### src/rtl/cue_controller.sv
// Shot-input stage: shoot-key edge detect, frame-paced aim stepping and
// power charging, and the single-cycle shot strobe for the game controller.
module cue_controller #(
  parameter int ANGLE_STEPS       = 32,
  parameter int POWER_MAX         = 15,
  parameter int AIM_RATE_FRAMES   = 2,
  parameter int POWER_RATE_FRAMES = 4
) (
  input  logic                           clk,
  input  logic                           resetN,
  input  logic                           startOfFrame,
  input  logic                           keyShoot,
  input  logic                           keyLeft,
  input  logic                           keyRight,
  input  logic                           drawLine,
  output logic                           keyRisingEdge,
  output logic                           lineWriteEnable,
  output logic [$clog2(ANGLE_STEPS)-1:0] aimAngle,
  output logic [3:0]                     power,
  output logic [3:0]                     shotPower,
  output logic                           charging,
  output logic [2:0]                     dbg_state
);

  localparam int ANGLE_W = $clog2(ANGLE_STEPS);
  localparam logic [ANGLE_W-1:0] ANGLE_ONE  = ANGLE_W'(1);
  localparam logic [7:0]         AIM_LAST   = 8'(AIM_RATE_FRAMES - 1);
  localparam logic [7:0]         POWER_LAST = 8'(POWER_RATE_FRAMES - 1);
  localparam logic [3:0]         PMAX       = 4'(POWER_MAX);

  typedef enum logic [2:0] {
    S_IDLE   = 3'd0,
    S_AIM    = 3'd1,
    S_CHARGE = 3'd2,
    S_FIRE   = 3'd3,
    S_WAIT   = 3'd4
  } state_e;

  state_e               state_q, state_d;
  logic [7:0]           frame_cnt_q, frame_cnt_d;
  logic [ANGLE_W-1:0]   aim_q, aim_d;
  logic [3:0]           power_q, power_d;
  logic [3:0]           shot_power_q, shot_power_d;
  logic                 shoot_prev_q, shoot_prev_d;
  logic                 key_rise_q, key_rise_d;
  logic                 lwe_q, lwe_d;
  logic                 charging_q, charging_d;

  always_comb begin
    state_d      = state_q;
    frame_cnt_d  = frame_cnt_q;
    aim_d        = aim_q;
    power_d      = power_q;
    shot_power_d = shot_power_q;
    shoot_prev_d = keyShoot;
    key_rise_d   = keyShoot & ~shoot_prev_q;

    case (state_q)
      S_IDLE: begin
        frame_cnt_d = 8'd0;
        power_d     = 4'd0;
        if (drawLine) state_d = S_AIM;
      end
      S_AIM: begin
        if (!drawLine) begin
          state_d     = S_IDLE;
          frame_cnt_d = 8'd0;
        end else if (key_rise_q) begin
          state_d     = S_CHARGE;
          power_d     = 4'd1;
          frame_cnt_d = 8'd0;
        end else if (startOfFrame) begin
          if (frame_cnt_q == AIM_LAST) begin
            frame_cnt_d = 8'd0;
            if (keyLeft && !keyRight)      aim_d = aim_q - ANGLE_ONE;
            else if (keyRight && !keyLeft) aim_d = aim_q + ANGLE_ONE;
          end else begin
            frame_cnt_d = frame_cnt_q + 8'd1;
          end
        end
      end
      S_CHARGE: begin
        // A falling drawLine wins over a simultaneous release: no strobe.
        if (!drawLine) begin
          state_d     = S_IDLE;
          power_d     = 4'd0;
          frame_cnt_d = 8'd0;
        end else if (!keyShoot) begin
          state_d      = S_FIRE;
          shot_power_d = power_q;
          power_d      = 4'd0;
          frame_cnt_d  = 8'd0;
        end else if (startOfFrame) begin
          if (frame_cnt_q == POWER_LAST) begin
            frame_cnt_d = 8'd0;
            if (power_q < PMAX) power_d = power_q + 4'd1;
          end else begin
            frame_cnt_d = frame_cnt_q + 8'd1;
          end
        end
      end
      S_FIRE: begin
        state_d     = S_WAIT;
        frame_cnt_d = 8'd0;
      end
      S_WAIT: begin
        frame_cnt_d = 8'd0;
        if (!drawLine) state_d = S_IDLE;
      end
      default: begin
        state_d     = S_IDLE;
        frame_cnt_d = 8'd0;
      end
    endcase

    // Strobe and charging flag are registered copies of the next state.
    lwe_d      = (state_d == S_FIRE);
    charging_d = (state_d == S_CHARGE);
  end

  always_ff @(posedge clk or negedge resetN) begin
    if (!resetN) begin
      state_q      <= S_IDLE;
      frame_cnt_q  <= 8'd0;
      aim_q        <= '0;
      power_q      <= 4'd0;
      shot_power_q <= 4'd0;
      shoot_prev_q <= 1'b0;
      key_rise_q   <= 1'b0;
      lwe_q        <= 1'b0;
      charging_q   <= 1'b0;
    end else begin
      state_q      <= state_d;
      frame_cnt_q  <= frame_cnt_d;
      aim_q        <= aim_d;
      power_q      <= power_d;
      shot_power_q <= shot_power_d;
      shoot_prev_q <= shoot_prev_d;
      key_rise_q   <= key_rise_d;
      lwe_q        <= lwe_d;
      charging_q   <= charging_d;
    end
  end

  assign keyRisingEdge   = key_rise_q;
  assign lineWriteEnable = lwe_q;
  assign aimAngle        = aim_q;
  assign power           = power_q;
  assign shotPower       = shot_power_q;
  assign charging        = charging_q;
  assign dbg_state       = state_q;

endmodule

### config.mk
export PLATFORM = sky130hd
export DESIGN_NAME = cue_controller
export DESIGN_NICKNAME = d
export VERILOG_FILES = /design/src/rtl/cue_controller.sv
export SDC_FILE = /design/constraint.sdc
export NUM_CORES = 1
export LEC_CHECK = 0
export CORE_ASPECT_RATIO = 0.9
export CORE_MARGIN = 10
export CORE_UTILIZATION = 50
export DETAILED_ROUTE_END_ITERATION = 16
export PLACE_DENSITY = 0.76
export SLEW_MARGIN = 10
export SYNTH_ARGS = -nofsm -noshare
export SYNTH_HDL_FRONTEND = slang
export SYNTH_SLANG_ARGS = --single-unit
### constraint.sdc
create_clock -name clk -period 2.3 [get_ports clk]
set_input_delay 0.575 -clock clk [delete_from_list [all_inputs] [get_ports clk]]
set_output_delay 0.575 -clock clk [all_outputs]
set_load 0.005 [all_outputs]
Yosys cells after proc, flatten, opt, wreduce, memory -nomap -nowiden
Cells that the tools add are included.
{ "classes": {"n_addsub": 4, "n_mul": 0, "div": 0, "order_cmp": 1, "eq_ne": 14, "shifts": 0, "n_mux": 26, "bitwise_logic": 4, "reduce_logical": 11} }
{ "op_table": {"columns": ["operator", "n"], "rows": [
  ["8-bit two-way mux", 8],
  ["4-bit two-way mux", 7],
  ["3-bit two-way mux", 6],
  ["4-bit inequality test, second input constant", 4],
  ["8-bit one-hot mux with 2 select lines", 1],
  ["3-bit one-hot mux with 5 select lines", 1],
  ["3-bit by 2-bit equality test with 1-bit output, second input constant", 4],
  ["4-bit one-hot mux with 3 select lines", 1],
  ["6-bit AND reduction", 2],
  ["5-bit two-way mux", 2],
  ["8-bit by 1-bit adder with 8-bit output, second input constant", 1],
  ["8-bit by 1-bit equality test with 1-bit output, second input constant", 1],
  ["8-bit by 2-bit equality test with 1-bit output, second input constant", 1],
  ["5-bit by 1-bit adder with 5-bit output, second input constant", 1],
  ["5-bit by 1-bit subtractor with 5-bit output, second input constant", 1],
  ["4-bit by 1-bit adder with 4-bit output, second input constant", 1],
  ["4-bit less-than comparator, second input constant", 1],
  ["2-bit inequality test, second input constant", 2],
  ["3-bit by 1-bit equality test with 1-bit output, second input constant", 1],
  ["3-bit equality test, second input constant", 1],
  ["3-bit logical NOT", 1],
  ["1-bit inverter", 3],
  ["3-bit AND reduction", 1],
  ["3-bit nonzero test", 1],
  ["5 further kinds", 7]
]} }
{ "word_totals": {"reg_bits": 28, "latch_bits": 0, "ram_bits": 0, "rom_bits": 0, "input_bits": 7, "word_cells": 69, "memories": 0} }

Longest topological paths before layout
{ "depth": {"depth_word": 7, "depth_mapped": 9, "depth_no_buf": 9} }

Worst setup path before layout
No wires, ideal clock.
{ "synth_path": {"path_kind": "input to register", "startpoint": "input keyRight", "endpoint": "register aim_q[4] (netlist: aimAngle[4])", "setup_ps": 123, "arrival_ps": 1829, "required_ps": 2177, "path_slack_ps": 349, "path_stages": 9, "path_buffers": 0, "cell_sequence": "inv_1 > ha_1 > inv_1 > fa_1 > nor2b_1 > o21a_1 > nor3_1 > nand3b_1 > xnor2_1"} }
{ "synth_via": {"elab_chain_cells": 4, "word_cells_on_any_way": 6, "classes_between": "mux: 1; reduce/logical: 5"} }
{ "synth_lines": {"columns": ["element", "line", "source"], "rows": [
  ["start: declaration", "14", "input logic keyRight,"],
  ["1-bit logical NOT", "75", "if (keyLeft && !keyRight) aim_d = aim_q - ANGLE_ONE;"],
  ["1-bit logical AND", "75", null],
  ["2-bit nonzero test (no source line)", null, null],
  ["6-bit AND reduction (no source line)", null, null],
  ["end signal: assignment", "135", "aim_q <= aim_d;"],
  ["end: declaration", "41", "logic [ANGLE_W-1:0] aim_q, aim_d;"]
]} }
Parallel ways exist; a longest one is shown, timed or not.
A chain may end at the register's enable or synchronous reset.

Worst setup path in the final report
{ "layout_path": {"startpoint": "input keyLeft", "endpoint": "register aim_q[4] (netlist: aimAngle[4])"} }
{ "layout_via": {"elab_chain_cells": 4, "word_cells_on_any_way": 6, "classes_between": "mux: 1; reduce/logical: 5"} }
{ "layout_lines": {"columns": ["element", "line", "source"], "rows": [
  ["start: declaration", "13", "input logic keyLeft,"],
  ["1-bit logical NOT", "76", "else if (keyRight && !keyLeft) aim_d = aim_q + ANGLE_ONE;"],
  ["1-bit logical AND", "76", null],
  ["2-bit nonzero test (no source line)", null, null],
  ["6-bit AND reduction (no source line)", null, null]
]} }
Parallel ways exist; a longest one is shown, timed or not.

==> metrics.txt <==
worst-skew pair later-pin latency=between 300 and 400 ps; HP Class=reg2reg; Clock power frac=0.301; Non-Filler Instances=roughly 220; Setup TNS=0 ps; met2 usage=0.212; Primary FF master, synth=dfrtp_1; total track usage=0.125; Vias/cell=between 5 and 6; Gate power share=0.191; clock root cell=clkbuf_4; final hold violation count=0; initial antenna violation count=0; Startpoint Class=input port; gp weighted congestion=0.863; register share of total power=0.508; required time of the critical path=approximately 2600 ps; r2r setup slk=380 ps; power density cells=between 500 and 600 mW/mm²; crit path time final=approximately 2100 ps; Slew @ Worst Pin=365 ps; clock net sink count=28; Synth async-reset ratio=1.00; Detail Route Antenna Nets=0; Slew Viols, Final=0; crit-path max FO=4; first-pass GRT wire length=about 6000 µm; maxcap violations=0; DRC=0; Leakage=between 0.8 and 0.9 nW; Ys Warns=0; cell taking the most area after synthesis=dfrtp_1; syn avg cell area=about 11 µm²; Cells after Synth=between 100 and 150; top cell type's share of synthesized area=0.448; Seq cells post-synth=28; clock skew=10.5 ps; met1 Use GR=0.147; DR vias=roughly 1200; min-delay src=shoot_prev_q; Peak VDD IR=about 0.00029 V; EDFF count, synth=0; Die W=between 70 and 80 µm; synthesized area=between 0.0015 and 0.002 mm²; CTS H-tree depth=1; P_int=approximately 0.81 mW; Final Total Pwr=1.08 mW; Placeable Area=between 0.003 and 0.004 mm²; Slew HR=0.755; Critical Path AT=2330 ps; number of setup violations in the final report=0; Synthesized Nets=161; Sw Share=0.252; initial drt markers=52; Die H=approximately 73 µm; n_diodes=0; Yosys cell types=45; fin nets=approximately 200; Worst Setup End Kind=flop; Top-Level Pins=26; Reg2Reg Launch Point=dbg_state[0]; f_max=~0.48 GHz; CTS tree=yes; critical path class=in2reg; TritonRoute pass-1 iters=4; # rows=19; period utilization=0.904; final wirelength=roughly 3300 µm; area delta synth->final=25.5%; Detail Placement HPWL=around 2500 µm; Initial Utilization=0.518; RSZ-0062 raised after global routing=no; dpl cells=~220; Hold Path Sink=keyRisingEdge; reg2reg path depth=4; outcome=finished clean; fraction of layout cells with a size suffix above 1=0.138; Hold Crit Depth=1; Critical R2R Capture=frame_cnt_q[6]; most frequent cells after synthesis=dfrtp_1 (28), o21ai_0 (12), nand2_1 (9), nor2_1 (8), nor2b_1 (8); Fin Hold WS=about 420 ps; vias in the first global route=~1300; cts repair resizes=0; top post-synthesis cells by area=dfrtp_1 (45%), ha_1 (5.6%), o21ai_0 (3.8%); clk slew on worst S/H paths=roughly 160 ps; CTS Buffer Depth=2; top-count cell post-synth=dfrtp_1; Die Area=0.00576 mm²; met3 Usage GRT=0.0406; switching pwr=roughly 0.27 mW; Post-CTS Setup Inserts=0; grt peak-use layer=met2; Num CTS Buffers=3; # hold bufs at CTS=0; GRT overflow=0; Seq/Total Area, Yosys=0.448; largest net degree at the start of global routing=29; input/output buffers=25; post-DR wirelength/cell=14.8 µm
per-layer routing:
metal | share of wire | routed length (µm) | vias to the layer above
met3 | 0.074 | 244 | 4
met2 | 0.49 | 1620 | 26
li1 | - | - | 607
met5 | 0 | 0 | -
met1 | 0.43 | 1420 | 604
met4 | 0.0088 | 29 | 0
worst max path at each step:
stage / from / to / slack (ps) / cells after the start
global route: keyLeft / aimAngle[4] / 70 / 9
finish: keyLeft / aimAngle[4] / 220 / 9
floorplan: keyRight / aimAngle[4] / 350 / 9
CTS: keyLeft / aimAngle[4] / 200 / 9
detailed placement: keyLeft / aimAngle[4] / -150 / 9
global placement: keyLeft / aimAngle[4] / -70 / 9
power by group through the flow:
stage / Combinational [mW] / Sequential (mW) / Clock [mW]
global placement: 0.203 / 0.557 / 0
floorplan: 0.109 / 0.551 / 0
detailed placement: 0.210 / 0.559 / 0
global route: 0.235 / 0.555 / 0.349
finish: 0.207 / 0.549 / 0.326
CTS: 0.211 / 0.550 / 0.330
cells in the final DEF, fill, tap and decap left out, types with 2 or more instances in the layout:
cell             instances
nand3_1                  5
xor2_1                   2
clkbuf_4                 3
mux2_2                   5
inv_1                    6
nand2b_1                 2
dfrtp_1                 28
nor2_4                   2
and3_1                   5
xnor2_1                  3
a22o_1                   5
clkdlybuf4s50_1         25
nor2b_1                  8
ha_1                     7
a21oi_1                  5
nor2_1                   8
buf_4                    8
a21o_1                   3
o21ai_0                 12
a31oi_1                  2
nand2_1                  9
nand3b_1                 3
stage by stage:
step	utilization	setup slack (ps)	cell area, µm²
floorplan	-	349	1560
global placement	0.632	-66.1	1910
detailed placement	0.632	-150	1910
CTS	0.650	202	1960
global route	0.650	68.6	1960
finish	0.650	221	1960
flip-flops by register name, indices dropped and copies added, names as in the netlist:
| name | flops |
|---|---|
| keyRisingEdge | 1 |
| aimAngle | 5 |
| frame_cnt_q | 8 |
| shotPower | 4 |
| shoot_prev_q | 1 |
| lineWriteEnable | 1 |
| dbg_state | 3 |
| power | 4 |
| charging | 1 |
cell families after synthesis:
logic type,synth area share
AO/OA/AOI/OAI,0.168
XOR/XNOR,0.0280
adder cells (fa/ha/maj),0.0689
buffers and inverters,0.0248
flip-flops,0.448
multiplexers,0.0360
AND/OR/NAND/NOR,0.226
final cells by class:
cell class	instances	area, µm²
Timing Repair Buffer	33	310
Clock inverter	1	30.0
Inverter	6	22.5
Clock buffer	3	22.5
Fill cell	250	1060
Multi-Input combinational cell	110	823
Sequential cell	28	701
Tap cell	42	52.6
critical path: stages:
cell,delay (ps)
clkdlybuf4s50_1,460
ha_1,210
inv_1,70
fa_1,390
nor2b_1,120
o21a_1,140
nor3_1,60
nand3b_1,160
xnor2_1,130
No activity file was read; power rests on OpenSTA's default activity.
